**src/rtl/power_gate_pkg.sv**
```systemverilog
// Shared types and constants for the power-gate sequencer: state encoding,
// per-state output decode and shared-timer sizing.
package power_gate_pkg;

    typedef enum logic [3:0] {
        StActive    = 4'd0,
        StGateClk   = 4'd1,
        StIsolate   = 4'd2,
        StSave      = 4'd3,
        StPwrDown   = 4'd4,
        StOff       = 4'd5,
        StPwrUp     = 4'd6,
        StRestore   = 4'd7,
        StDeisolate = 4'd8,
        StUngate    = 4'd9,
        StFault     = 4'd10
    } pg_state_e;

    typedef struct packed {
        logic clk_en;
        logic iso_en;
        logic pwr_en;
        logic ret_save;
        logic ret_restore;
    } pg_out_t;

    // Bit order: clk_en, iso_en, pwr_en, ret_save, ret_restore
    localparam pg_out_t OutActive    = 5'b10100;
    localparam pg_out_t OutGateClk   = 5'b00100;
    localparam pg_out_t OutIsolate   = 5'b01100;
    localparam pg_out_t OutSave      = 5'b01110;
    localparam pg_out_t OutPwrDown   = 5'b01000;
    localparam pg_out_t OutOff       = 5'b01000;
    localparam pg_out_t OutPwrUp     = 5'b01100;
    localparam pg_out_t OutRestore   = 5'b01101;
    localparam pg_out_t OutDeisolate = 5'b00100;
    localparam pg_out_t OutUngate    = 5'b10100;
    localparam pg_out_t OutFault     = 5'b01000;

    function automatic pg_out_t state_outputs(input pg_state_e state);
        case (state)
            StActive:    return OutActive;
            StGateClk:   return OutGateClk;
            StIsolate:   return OutIsolate;
            StSave:      return OutSave;
            StPwrDown:   return OutPwrDown;
            StOff:       return OutOff;
            StPwrUp:     return OutPwrUp;
            StRestore:   return OutRestore;
            StDeisolate: return OutDeisolate;
            StUngate:    return OutUngate;
            default:     return OutFault;
        endcase
    endfunction

    // The idle count is the only use that can exceed 8 bits.
    function automatic int unsigned timer_width(input int unsigned idle_cycles);
        return (idle_cycles > 255) ? 16 : 8;
    endfunction

endpackage

```
**src/rtl/power_gate_sequencer_timer.sv**
```systemverilog
// Loadable saturating down-counter with zero flag, shared by the idle,
// acknowledge-timeout and settle counts of the power-gate sequencer.
module pg_timer #(
    parameter int unsigned       Width    = 8,
    parameter logic [Width-1:0] ResetVal = '0
) (
    input  logic             clk,
    input  logic             rst,
    input  logic             load,
    input  logic [Width-1:0] load_val,
    input  logic             dec,
    output logic             zero
);

    logic [Width-1:0] count_q;

    always_ff @(posedge clk) begin
        if (rst) begin
            count_q <= ResetVal;
        end else if (load) begin
            count_q <= load_val;
        end else if (dec && (count_q != '0)) begin
            count_q <= count_q - 1'b1;
        end
    end

    assign zero = (count_q == '0);

endmodule

```
**src/rtl/power_gate_sequencer.sv**
```systemverilog
// Moore sequencer for one power-gated domain: clock gate, isolate, save, switch off,
// and the reverse on wake, with idle auto-sleep, switch-ack timeout and sticky fault.
module power_gate_sequencer
    import power_gate_pkg::*;
#(
    parameter int unsigned SETTLE_CYCLES = 4,
    parameter int unsigned ACK_TIMEOUT   = 16,
    parameter int unsigned IDLE_CYCLES   = 32
) (
    input  logic clk,
    input  logic rst,
    input  logic sleep_req,
    input  logic wake_req,
    input  logic activity,
    input  logic auto_sleep_en,
    input  logic pwr_ack,
    input  logic clear_fault,
    output logic clk_en,
    output logic iso_en,
    output logic ret_save,
    output logic ret_restore,
    output logic pwr_en,
    output logic busy,
    output logic asleep,
    output logic fault
);

    localparam int unsigned TimerWidth = timer_width(IDLE_CYCLES);
    localparam logic [TimerWidth-1:0] IdleLoad   = TimerWidth'(IDLE_CYCLES - 1);
    localparam logic [TimerWidth-1:0] AckLoad    = TimerWidth'(ACK_TIMEOUT - 1);
    localparam logic [TimerWidth-1:0] SettleLoad = TimerWidth'(SETTLE_CYCLES - 1);

    pg_state_e state_q, state_d;
    logic      settle_q, settle_d;   // PWR_UP phase: 0 = waiting for ack, 1 = settling
    logic      tmr_load, tmr_dec, tmr_zero;
    logic [TimerWidth-1:0] tmr_val;
    pg_out_t   outs;

    pg_timer #(
        .Width    (TimerWidth),
        .ResetVal (IdleLoad)
    ) u_timer (
        .clk      (clk),
        .rst      (rst),
        .load     (tmr_load),
        .load_val (tmr_val),
        .dec      (tmr_dec),
        .zero     (tmr_zero)
    );

    always_comb begin
        state_d  = state_q;
        settle_d = settle_q;
        tmr_load = 1'b0;
        tmr_val  = IdleLoad;
        tmr_dec  = 1'b0;

        case (state_q)
            StActive: begin
                // Timer at zero means IDLE_CYCLES-1 idle cycles already counted.
                if (!wake_req && (sleep_req || (auto_sleep_en && tmr_zero && !activity))) begin
                    state_d = StGateClk;
                end else if (activity) begin
                    tmr_load = 1'b1;
                end else begin
                    tmr_dec = 1'b1;
                end
            end
            StGateClk: state_d = StIsolate;
            StIsolate: state_d = StSave;
            StSave:    state_d = StPwrDown;
            StPwrDown: begin
                if (!pwr_ack) begin
                    state_d = StOff;
                end else if (tmr_zero) begin
                    state_d = StFault;
                end else begin
                    tmr_dec = 1'b1;
                end
            end
            StOff: begin
                if (wake_req) begin
                    state_d = StPwrUp;
                end
            end
            StPwrUp: begin
                if (!settle_q) begin
                    if (pwr_ack) begin
                        tmr_load = 1'b1;
                        tmr_val  = SettleLoad;
                        settle_d = 1'b1;
                    end else if (tmr_zero) begin
                        state_d = StFault;
                    end else begin
                        tmr_dec = 1'b1;
                    end
                end else begin
                    if (!pwr_ack) begin
                        tmr_load = 1'b1;
                        tmr_val  = AckLoad;
                        settle_d = 1'b0;
                    end else if (tmr_zero) begin
                        state_d = StRestore;
                    end else begin
                        tmr_dec = 1'b1;
                    end
                end
            end
            StRestore:   state_d = StDeisolate;
            StDeisolate: state_d = StUngate;
            StUngate:    state_d = StActive;
            StFault: begin
                if (clear_fault) begin
                    state_d = StOff;
                end
            end
            default: state_d = StFault;
        endcase

        if (state_d != state_q) begin
            tmr_load = 1'b1;
            settle_d = 1'b0;
            case (state_d)
                StActive:           tmr_val = IdleLoad;
                StPwrDown, StPwrUp: tmr_val = AckLoad;
                default:            tmr_val = '0;
            endcase
        end
    end

    always_ff @(posedge clk) begin
        if (rst) begin
            state_q  <= StActive;
            settle_q <= 1'b0;
        end else begin
            state_q  <= state_d;
            settle_q <= settle_d;
        end
    end

    always_comb begin
        outs        = state_outputs(state_q);
        clk_en      = outs.clk_en;
        iso_en      = outs.iso_en;
        pwr_en      = outs.pwr_en;
        ret_save    = outs.ret_save;
        ret_restore = outs.ret_restore;
        busy        = !(state_q inside {StActive, StOff, StFault});
        asleep      = (state_q == StOff);
        fault       = (state_q == StFault);
    end

endmodule

```
**config.mk**
```make
export PLATFORM = sky130hd
export DESIGN_NAME = power_gate_sequencer
export DESIGN_NICKNAME = d
export VERILOG_FILES = /design/src/rtl/power_gate_pkg.sv /design/src/rtl/power_gate_sequencer_timer.sv /design/src/rtl/power_gate_sequencer.sv
export SDC_FILE = /design/constraint.sdc
export NUM_CORES = 1
export LEC_CHECK = 0
export BUFFER_PORTS_ARGS = -buffer_cell sky130_fd_sc_hd__buf_2
export CORE_AREA = 2 2 50 56
export DETAILED_ROUTE_END_ITERATION = 8
export DIE_AREA = 0 0 52 58
export PLACE_DENSITY = 0.79
export SETUP_SLACK_MARGIN = 0.2
export SYNTH_ARGS = -nofsm -noshare
export SYNTH_HDL_FRONTEND = slang
export SYNTH_SLANG_ARGS = --single-unit
```
**constraint.sdc**
```tcl
create_clock -name clk -period 2.75 [get_ports clk]
set_input_delay 0.1375 -clock clk [delete_from_list [all_inputs] [get_ports clk]]
set_output_delay 0.1375 -clock clk [all_outputs]
set_load 0.05 [all_outputs]
```
==> results.toml <==
[timing]
tightest_slew_ps = 543.9
skew_ps = 0.5933
fin_setup_tns_ps = 0
setup_viol = 0
setup_slack_ps = 360.7
hold_viol = 0
period_share_pct = 86.88
rsz0062_at_grt = "false"
slew_headroom_pct = 63.63
fmax_ghz = 0.4185
hold_slack_ps = 167.4
period_minus_slack_ps = 2389
drv_slew = 0

[worst_setup_path]
r2r_end = "u_timer.count_q[4]"
cpPeakStageDelay_ps = 370
ff2ff_path_depth = 9
rr_startpoint = "u_timer.count_q[0]"
cp.required_ps = 2940
path_delay_family = "simple AND/OR/NAND/NOR gates"
end_kind = "flip-flop"
reg2reg_slack_ps = 360
critPathKind = "reg2reg"
crit_buf_inv = 1
cp.depth = 9
startpoint_type = "flip-flop"
crit_chain = "inv_1 > ha_2 > nor4b_4 > a211oi_2 > nor3_2 > mux2_4 > nor4_4 > nor2_1 > o31a_1"
worst_ep_arrival_time_ps = 2580
critical_path.slowest_cell = "nor4_4"
crit_fanout = 7

[synthesis]
synthesis.instances = 167
async_flop_share_pct = 0
yosys_warnings = 0
yosysTopAreaCell = "dfxtp_1"
avgSynthCellArea_sq_um = 7.859
synth_area_sq_um = 1313
synth_ff_type = "dfxtp_1"
netlist.area_leader.share_pct = 27.45
synth_area_leaders = "dfxtp_1 (27%), nand2b_1 (6.7%), nor2_1 (6.0%)"
synth-edff-count = 0
ys_seq_area_share_pct = 27.45
ys_types = 50
syn_nets = 177
ys_ff_latch = 18

[place]
numPortBuffers = 15
gp_congestion = 0.9401
dp.cells = 210
postPlaceCellArea_sq_um = 1419
place_ws_ps = 220.0
dp_hpwl_mm = 2.502

[global_routing]
overflow = 0
grtUsageTotal_pct = 23.55
antenna_found_initial = 0
grt_pass1_vias = 1236
grt_max_degree = 16
grt_pass1_wl_mm = 5.464

[finish]
final.fill_count = 230
diodes = 0
area_delta_synth_final_pct = 12.49
drive_gt1_share_pct = 21.86
final_common_cell = "nor2_1"
final_core_util_pct = 60.30
final_cell_mix = "nor2_1 (21), buf_2 (15), nand2b_1 (14), dfxtp_1 (14), a21oi_1 (11)"
layout.nets = 195
final_cells = 214
design_area_sq_um = 1476

[pwr]
p_clk_share_pct = 16.3
power_density_nw_per_um2 = 540.0
combPwrFrac_pct = 41.5
power_mw = 0.7973
seqPwrFrac_pct = 42.2
vdd.ir_drop.worst_mv = 0.3794
switching_share_pct = 40.57
switchingPower_mw = 0.3235
power_leakage_nw = 0.5733
p_int_mw = 0.4738

[clock_tree]
clkTransAtPathRegs_ps = 100
cts-buffers-inserted = 3
cts.sinks = 18
cts_tree = "built"
htreeDepth = 1
clk-insertion-delay-late_ps = 290
cts-root-buf = "clkbuf_4"
cts_max_path_buffers = 2

[die]
die_w_um = 52
num_rows = 19
die_h_um = 58
die-area_sq_um = 3016
core_area_sq_um = 2449
start_util_pct = 53.60
pin_count = 16

[drt]
viasPerCell = 6.196
dr.pass1.iters = 4
avgRoutedWirePerCell_um = 15.17
ant_nets = 0
drt_wl_total_mm = 3.247
drt_iter0_drc = 53
vias = 1326
drc = 0

[run_status]
status = "finished, final reports clean"

[min_path]
hp-class = "in2reg"
whs_endpoint = "state_q[3]"
hp-start = "rst"
whs_path_depth = 2

[run]
maxCapViolCount = 0
-- power by group through the flow --
stage	sequential, mW	clock, mW	combinational (mW)
after floorplan	0.358	0	0.226
after global placement	0.338	0	0.304
after detailed placement	0.340	0	0.315
after CTS	0.333	0.130	0.317
after global routing	0.340	0.137	0.362
final	0.337	0.130	0.331
-- registers in the layout, indices dropped and copies added (netlist names) --
register / count
clk_en: 1
state_q: 4
settle_q: 1
ret_save: 1
ret_restore: 1
pwr_en: 1
u_timer.count_q: 8
iso_en: 1
-- area by class of cell --
| type | instances | area (sq um) | share of cell area (%) |
|---|---|---|---|
| clock buffer | 3 | 22.52 | 1.525 |
| inverter | 8 | 30.03 | 2.034 |
| multi-input combinational | 134 | 907.1 | 61.44 |
| sequential | 18 | 365.4 | 24.75 |
| tap | 31 | 38.79 | 2.627 |
| timing repair buffer | 20 | 112.6 | 7.627 |
-- synthesized netlist by cell type (all sizes together) (2+ instances only) --
| cell type | number |
|---|---|
| a211o | 3 |
| dfxtp | 18 |
| nand3b | 4 |
| mux2i | 2 |
| a22oi | 3 |
| nand2 | 10 |
| nand2b | 14 |
| or2 | 3 |
| nand4 | 5 |
| clkbuf | 2 |
| xnor2 | 3 |
| a21oi | 12 |
| a21o | 2 |
| inv | 8 |
| buf | 5 |
| a211oi | 3 |
| ha | 2 |
| nor4 | 3 |
| a21boi | 3 |
| nor3 | 7 |
| nor4b | 3 |
| o31ai | 2 |
| nand3 | 9 |
| o21ai | 4 |
| nor2 | 21 |
| o32ai | 2 |
| or3 | 2 |
-- layer usage --
layer / GRT usage (%) / wire length [um] / vias up
li1: - / - / 643
met1: 27.44 / 1378 / 627
met2: 41.41 / 1645 / 45
met3: 2.835 / 123 / 11
met4: 12.41 / 99 / 0
met5: 0 / 0 / -
-- worst max path at each step --
stage / start / to / slack, ps
final: u_timer.count_q[0] / u_timer.count_q[4] / 360
after global routing: u_timer.count_q[0] / u_timer.count_q[4] / 200
after CTS: u_timer.count_q[0] / u_timer.count_q[1] / 230
after detailed placement: u_timer.count_q[0] / u_timer.count_q[4] / 220
after global placement: u_timer.count_q[0] / u_timer.count_q[1] / 290
after floorplan: u_timer.count_q[0] / u_timer.count_q[4] / 350
-- what timing repair did --
item,in CTS,in global routing
hold buffers,0,0
pin swaps,1,3
resized for setup,0,9
buffers inserted,0,1
gates cloned,0,0
endpoints found under the setup margin,2,7
-- logic make-up after synthesis --
logic type | Yosys count | share of synthesized area (%)
simple gates | 85 | 38.42
compound gates | 40 | 21.74
flops | 18 | 27.46
buf+inv | 15 | 5.147
xor+xnor | 4 | 2.670
mux | 3 | 2.669
fa+ha+maj | 2 | 1.906
Power figures use the tool's default switching activity.
